===== src/rtl/vu_level_ctrl.sv =====
// ---------------------------------------------------------------------------
// vu_level_ctrl
//
// Frame-synchronous level controller for the VU meter. It sits between the
// UART receiver and the VGA bar renderer.
//
// Each received sample byte is mapped to a bar level in the range 0..BARS.
// The largest level seen during a video frame is kept. At the start of
// vertical blanking that level is committed to the renderer, so the bar only
// changes between frames and never tears. When the signal falls, the bar
// does not drop at once: it decays by one step every DECAY_FRAMES frames.
//
// Optional feature, selected by the macro PEAK_HOLD_EN:
//   defined   - peak is a held peak marker. It holds for HOLD_FRAMES commits
//               and then falls one step per commit, never below the level.
//   undefined - peak simply follows level combinationally.
//
// Ports:
//   clk          in   system clock
//   rst          in   asynchronous reset, active-high
//   rx_data      in   received sample byte, valid while rx_valid=1
//   rx_valid     in   one-cycle strobe from the UART receiver
//   frame_start  in   one-cycle pulse at the start of vertical blanking
//   level        out  committed bar level, 0..BARS
//   level_valid  out  one-cycle pulse each time level is (re)committed
//   peak         out  peak marker level
// ---------------------------------------------------------------------------
module vu_level_ctrl #(
    parameter int DATA_W       = 8,
    parameter int BARS         = 16,
    parameter int LVL_W        = 5,
    parameter int DECAY_FRAMES = 4,
    parameter int HOLD_FRAMES  = 30
) (
    input  logic              clk,
    input  logic              rst,
    input  logic [DATA_W-1:0] rx_data,
    input  logic              rx_valid,
    input  logic              frame_start,
    output logic [LVL_W-1:0]  level,
    output logic              level_valid,
    output logic [LVL_W-1:0]  peak
);

    // Wide enough for (2^DATA_W) * BARS with no overflow.
    localparam int PROD_W = DATA_W + LVL_W + 1;
    localparam int DCNT_W = $clog2(DECAY_FRAMES) + 1;

    typedef enum logic {
        ST_IDLE   = 1'b0,
        ST_COMMIT = 1'b1
    } state_t;

    state_t             state_q, state_d;
    logic               fs_q, fs_d;
    logic [LVL_W-1:0]   pend_q, pend_d;
    logic               seen_q, seen_d;
    logic [LVL_W-1:0]   level_q, level_d;
    logic               level_valid_q, level_valid_d;
    logic [DCNT_W-1:0]  decay_cnt_q, decay_cnt_d;

    // Sample-to-level mapping: ((x+1)*BARS) >> DATA_W.
    // This sends 0x00 to 0 and the all-ones code to exactly BARS.
    logic [PROD_W-1:0]  prod;
    logic [LVL_W-1:0]   target;

    always_comb begin
        prod   = (PROD_W'(rx_data) + PROD_W'(1)) * PROD_W'(BARS);
        target = prod[DATA_W +: LVL_W];
    end

    // frame_start is registered once before the FSM. This makes the commit
    // land two edges after the pulse is sampled. A byte that arrives in the
    // same cycle as the pulse still belongs to the frame being closed.
    always_comb begin
        fs_d = frame_start;
    end

    always_comb begin
        state_d       = state_q;
        pend_d        = pend_q;
        seen_d        = seen_q;
        level_d       = level_q;
        decay_cnt_d   = decay_cnt_q;
        level_valid_d = 1'b0;

        case (state_q)
            ST_IDLE: begin
                if (fs_q) begin
                    state_d = ST_COMMIT;
                end
            end
            ST_COMMIT: begin
                // A pulse seen while committing is dropped (state_d is
                // forced to IDLE regardless of fs_q).
                state_d       = ST_IDLE;
                level_valid_d = 1'b1;
                if (seen_q && (pend_q >= level_q)) begin
                    level_d     = pend_q;
                    decay_cnt_d = '0;
                end else if (decay_cnt_q == DCNT_W'(DECAY_FRAMES - 1)) begin
                    // The decay counter keeps cycling even when the level
                    // is already at 0; only the level saturates.
                    if (level_q != '0) begin
                        level_d = level_q - LVL_W'(1);
                    end
                    decay_cnt_d = '0;
                end else begin
                    decay_cnt_d = decay_cnt_q + DCNT_W'(1);
                end
                pend_d = '0;
                seen_d = 1'b0;
            end
            default: begin
                state_d = ST_IDLE;
            end
        endcase

        // A byte in the COMMIT cycle opens the next frame. It overrides the
        // clear instead of being merged into the frame being committed.
        if (rx_valid) begin
            if (state_q == ST_COMMIT) begin
                pend_d = target;
            end else if (target > pend_q) begin
                pend_d = target;
            end
            seen_d = 1'b1;
        end
    end

    always_ff @(posedge clk or posedge rst) begin
        if (rst) begin
            state_q       <= ST_IDLE;
            fs_q          <= 1'b0;
            pend_q        <= '0;
            seen_q        <= 1'b0;
            level_q       <= '0;
            level_valid_q <= 1'b0;
            decay_cnt_q   <= '0;
        end else begin
            state_q       <= state_d;
            fs_q          <= fs_d;
            pend_q        <= pend_d;
            seen_q        <= seen_d;
            level_q       <= level_d;
            level_valid_q <= level_valid_d;
            decay_cnt_q   <= decay_cnt_d;
        end
    end

    assign level       = level_q;
    assign level_valid = level_valid_q;

`ifdef PEAK_HOLD_EN
    localparam int HCNT_W = $clog2(HOLD_FRAMES) + 1;

    logic [LVL_W-1:0]  peak_q, peak_d;
    logic [HCNT_W-1:0] hold_cnt_q, hold_cnt_d;

    // The marker is evaluated against the level being committed this cycle
    // (level_d), so marker and bar always move together.
    always_comb begin
        peak_d     = peak_q;
        hold_cnt_d = hold_cnt_q;
        if (state_q == ST_COMMIT) begin
            if (level_d >= peak_q) begin
                peak_d     = level_d;
                hold_cnt_d = '0;
            end else if (hold_cnt_q < HCNT_W'(HOLD_FRAMES - 1)) begin
                hold_cnt_d = hold_cnt_q + HCNT_W'(1);
            end else if ((peak_q - LVL_W'(1)) < level_d) begin
                peak_d = level_d;
            end else begin
                peak_d = peak_q - LVL_W'(1);
            end
        end
    end

    always_ff @(posedge clk or posedge rst) begin
        if (rst) begin
            peak_q     <= '0;
            hold_cnt_q <= '0;
        end else begin
            peak_q     <= peak_d;
            hold_cnt_q <= hold_cnt_d;
        end
    end

    assign peak = peak_q;
`else
    assign peak = level_q;
`endif

endmodule

===== config.mk =====
export PLATFORM = sky130hd
export DESIGN_NAME = vu_level_ctrl
export DESIGN_NICKNAME = d
export VERILOG_FILES = /design/src/rtl/vu_level_ctrl.sv
export SDC_FILE = /design/constraint.sdc
export NUM_CORES = 1
export LEC_CHECK = 0
export BUFFER_PORTS_ARGS = -buffer_cell sky130_fd_sc_hd__buf_2
export CORE_ASPECT_RATIO = 1.75
export CORE_MARGIN = 4
export CORE_UTILIZATION = 45
export CTS_CLUSTER_DIAMETER = 30
export DETAILED_ROUTE_END_ITERATION = 8
export GPL_TIMING_DRIVEN = 0
export PLACE_DENSITY = 0.67
export SKIP_CTS_REPAIR_TIMING = 1
export SYNTH_ARGS = -nofsm -noshare
export SYNTH_HDL_FRONTEND = slang
export SYNTH_SLANG_ARGS = --single-unit

===== constraint.sdc =====
create_clock -name clk -period 2.46 [get_ports clk]
set_clock_uncertainty 0.2 [all_clocks]
set_input_delay 0.369 -clock clk [delete_from_list [all_inputs] [get_ports clk]]
set_output_delay 0.369 -clock clk [all_outputs]
set_load 0.005 [all_outputs]

==> results.toml <==
[grt]
grt_pass1_vias = 1023
antenna_found_initial = 0
grt-ovfl-total = 0
grt_pass1_wl_um = 4280
grt_max_degree = 18
grt_usage_pct = 17.2

[clock_tree]
tritoncts.num_buffers = 3
cts_sinks = 17
htreeDepth = 1
path_clk_slew_ns = 0.06
cts_root_buf = "clkbuf_8"
clkLatencyLatePin_ns = 0.25
cts_tree = "done"
clockBufferDepth = 2

[worst_setup_path]
slowest_stage = "ha_1"
cp_top_family = "simple AND/OR/NAND/NOR gates"
worst_setup_path_end_kind = "flop"
slowest_delay_ns = 0.33
crit_path_max_fanout = 3
crit_chain = "buf_6 > nand4_1 > nor2_2 > and3_4 > xor2_2 > ha_1 > nand4_1 > buf_4 > o221ai_2 > buf_4 > mux2_4"
required_ns = 2.40
path_buf_inv = 3
arrival_ns = 2.36
start_kind = "primary input"
criticalPathCategory = "primary input to flop"

[sta]
fin_ws_ns = 0.0423
setup_viol_count_final = 0
slew_headroom_pct = 58.3
drv_slew = 0
fin_crit_sh_pct = 98.3
fin_crit_ns = 2.42
rsz0062_at_grt = "yes"
hold_viol_final = 17
tightest_slew_ns = 0.625
whs_ns = -0.0175
fmax_mhz = 414
fin_setup_tns_ns = 0

[floorplanning]
dieHeight_um = 75.5
die_width_um = 46.5
coreArea_um2 = 2490
fp-row-count = 24
start_util_pct = 46.9
io_pins = 23
die-area_um2 = 3510

[outcome]
status = "complete, but fails checks"
violations = "negative hold slack"

[drt]
drc = 0
num_vias = 999
first_pass_iters = 4
via_per_inst = 5.58
drt_iter0_drc = 19
antenna_left = 0
avgRoutedWirePerCell_um = 15.1
wl_um = 2710

[synthesis]
syn-cell-area_um2 = 1170
avgSynthCellArea_um2 = 9.59
ys_seq_area_share_pct = 36.4
synth-edff-count = 0
async_reset_ff_share_pct = 100
synth_cell_types = 40
synth_area_leaders = "dfrtp_1 36%, ha_1 14%, inv_1 3.9%, mux2_2 3.9%, buf_4 3.2%"
synth_ff_type = "dfrtp_1"
syn_inst = 122
yosys.area.top_type = "dfrtp_1"
ys_seq_elements = 17
ys_warn_count = 0
syn-num-nets = 147
synth_top_area_share_pct = 36.4

[power_and_ir_drop]
p_per_area_nw_per_um2 = 878
peakVddDrop_mv = 0.377
leakage_uw = 0.000730

[cells_and_area]
mostFrequentLayoutCells = "19 x buf_2, 17 x dfrtp_1, 13 x ha_1, 12 x inv_1, 10 x buf_4"
n_antenna_cell = 0
layout_commonest_cell = "buf_2"
seqCellArea_um2 = 425
area_growth_pct = 25.5
drive_gt1_share_pct = 36.6
design_area_um2 = 1470
fin_nets = 179
nFillCells = 226
multiInputGateArea_um2 = 696

[placement]
globalplace.congestion = 0.761
io_buffer_count = 22
dp_hpwl_um = 1960
post_dp_cell_area_um2 = 1320
place_worst_setup_slack_ns = -0.313

[flow_run]
cap_violations = 0

[min_path]
min_path_type = "primary input to asynchronous set/reset pin"
-- cells in the mapped netlist (2+ instances only) --
cell type	count
ha_1	13
nand2b_1	2
xor2_1	2
and2_1	3
xnor2_1	2
nand2_1	7
a21o_1	2
nor3_1	3
nand4_1	3
a21oi_1	2
inv_1	12
dfrtp_1	17
mux2i_1	2
nor2_1	7
nand3_1	6
mux2_2	4
o21ai_0	7
buf_4	5
a22oi_1	2
-- metrics by stage --
| step | total power [uW] | hold slack, ns | cells | utilization [%] |
|---|---|---|---|---|
| 2_1_floorplan | 840 | 0.0951 | 122 | - |
| 3_3_place_gp | 998 | 0.160 | 170 | 52.8 |
| 3_5_place_dp | 1030 | 0.172 | 170 | 52.8 |
| 4_1_cts | 1240 | 0.00527 | 174 | 54.6 |
| 5_1_grt | 1400 | 0.00884 | 179 | 58.9 |
| 6_report | 1290 | -0.0175 | 179 | 58.9 |
-- cell families (layout without fill, tap and decap cells) --
kind of cell	Yosys count	after routing	synth area share, %
fa+ha+maj	13	13	13.9
mux	6	6	5.56
buf+inv	20	51	8.13
flops	17	17	36.4
simple gates	36	36	15.5
compound gates	26	26	17.5
xor+xnor	4	4	3.00
-- final timing paths --
| kind | cells after the start | slack [ns] | from | endpoint |
|---|---|---|---|---|
| max in group asynchronous | 2 | 1.67 | rst | level[4]$_DFFE_PP0P_ |
| worst min-delay path | 2 | -0.02 | rst | level_valid$_DFF_PP0_ |
| min in group clk | 1 | 0.02 | frame_start | fs_q$_DFF_PP0_ |
| worst min register to register | 0 | 0.18 | state_q$_DFF_PP0_ | level_valid$_DFF_PP0_ |
| worst max-delay path | 11 | 0.04 | rx_data[3] | pend_q[2]$_DFF_PP0_ |
| worst max register to register | 7 | 0.22 | level[2]$_DFFE_PP0P_ | level[4]$_DFFE_PP0P_ |
-- per-layer routing --
layer	share of wire (%)	routed length [um]	GRT usage [%]	vias to the layer above
li1	-	-	-	484
met2	60	1630	31.4	26
met1	34	914	17.9	482
met3	3.5	95	3.07	7
met4	2.3	63	8.23	0
met5	0	0	0	-
-- worst reg2reg max path: stages, from the launching register on --
cell	delay [ns]
dfrtp_1	0.49
inv_1	0.07
ha_1	0.33
a21o_1	0.19
a31oi_2	0.24
o21a_2	0.26
nor3_1	0.07
a311o_1	0.27
-- where the power goes --
part | leakage, uW | internal (uW) | total [uW] | switching (uW)
registers | 0.000209 | 347 | 432 | 84.3
clock network | 0.0000255 | 112 | 208 | 95.4
logic | 0.000496 | 313 | 649 | 336
-- layout make-up --
cell class,count,area share (%)
plain buffers,7,3.15
clock buffers,3,2.81
clock inverters,1,0.341
inverters,13,3.32
multi-input cells,85,47.4
flip-flops and latches,17,29.0
well taps,26,2.22
repair buffers,27,11.8
-- state kept, by name, summed over array words and instances, names as in the netlist --
signal	cells
state_q	1
level_valid	1
level	5
seen_q	1
decay_cnt_q	3
pend_q	5
fs_q	1
(Power assumes the default switching activity.)
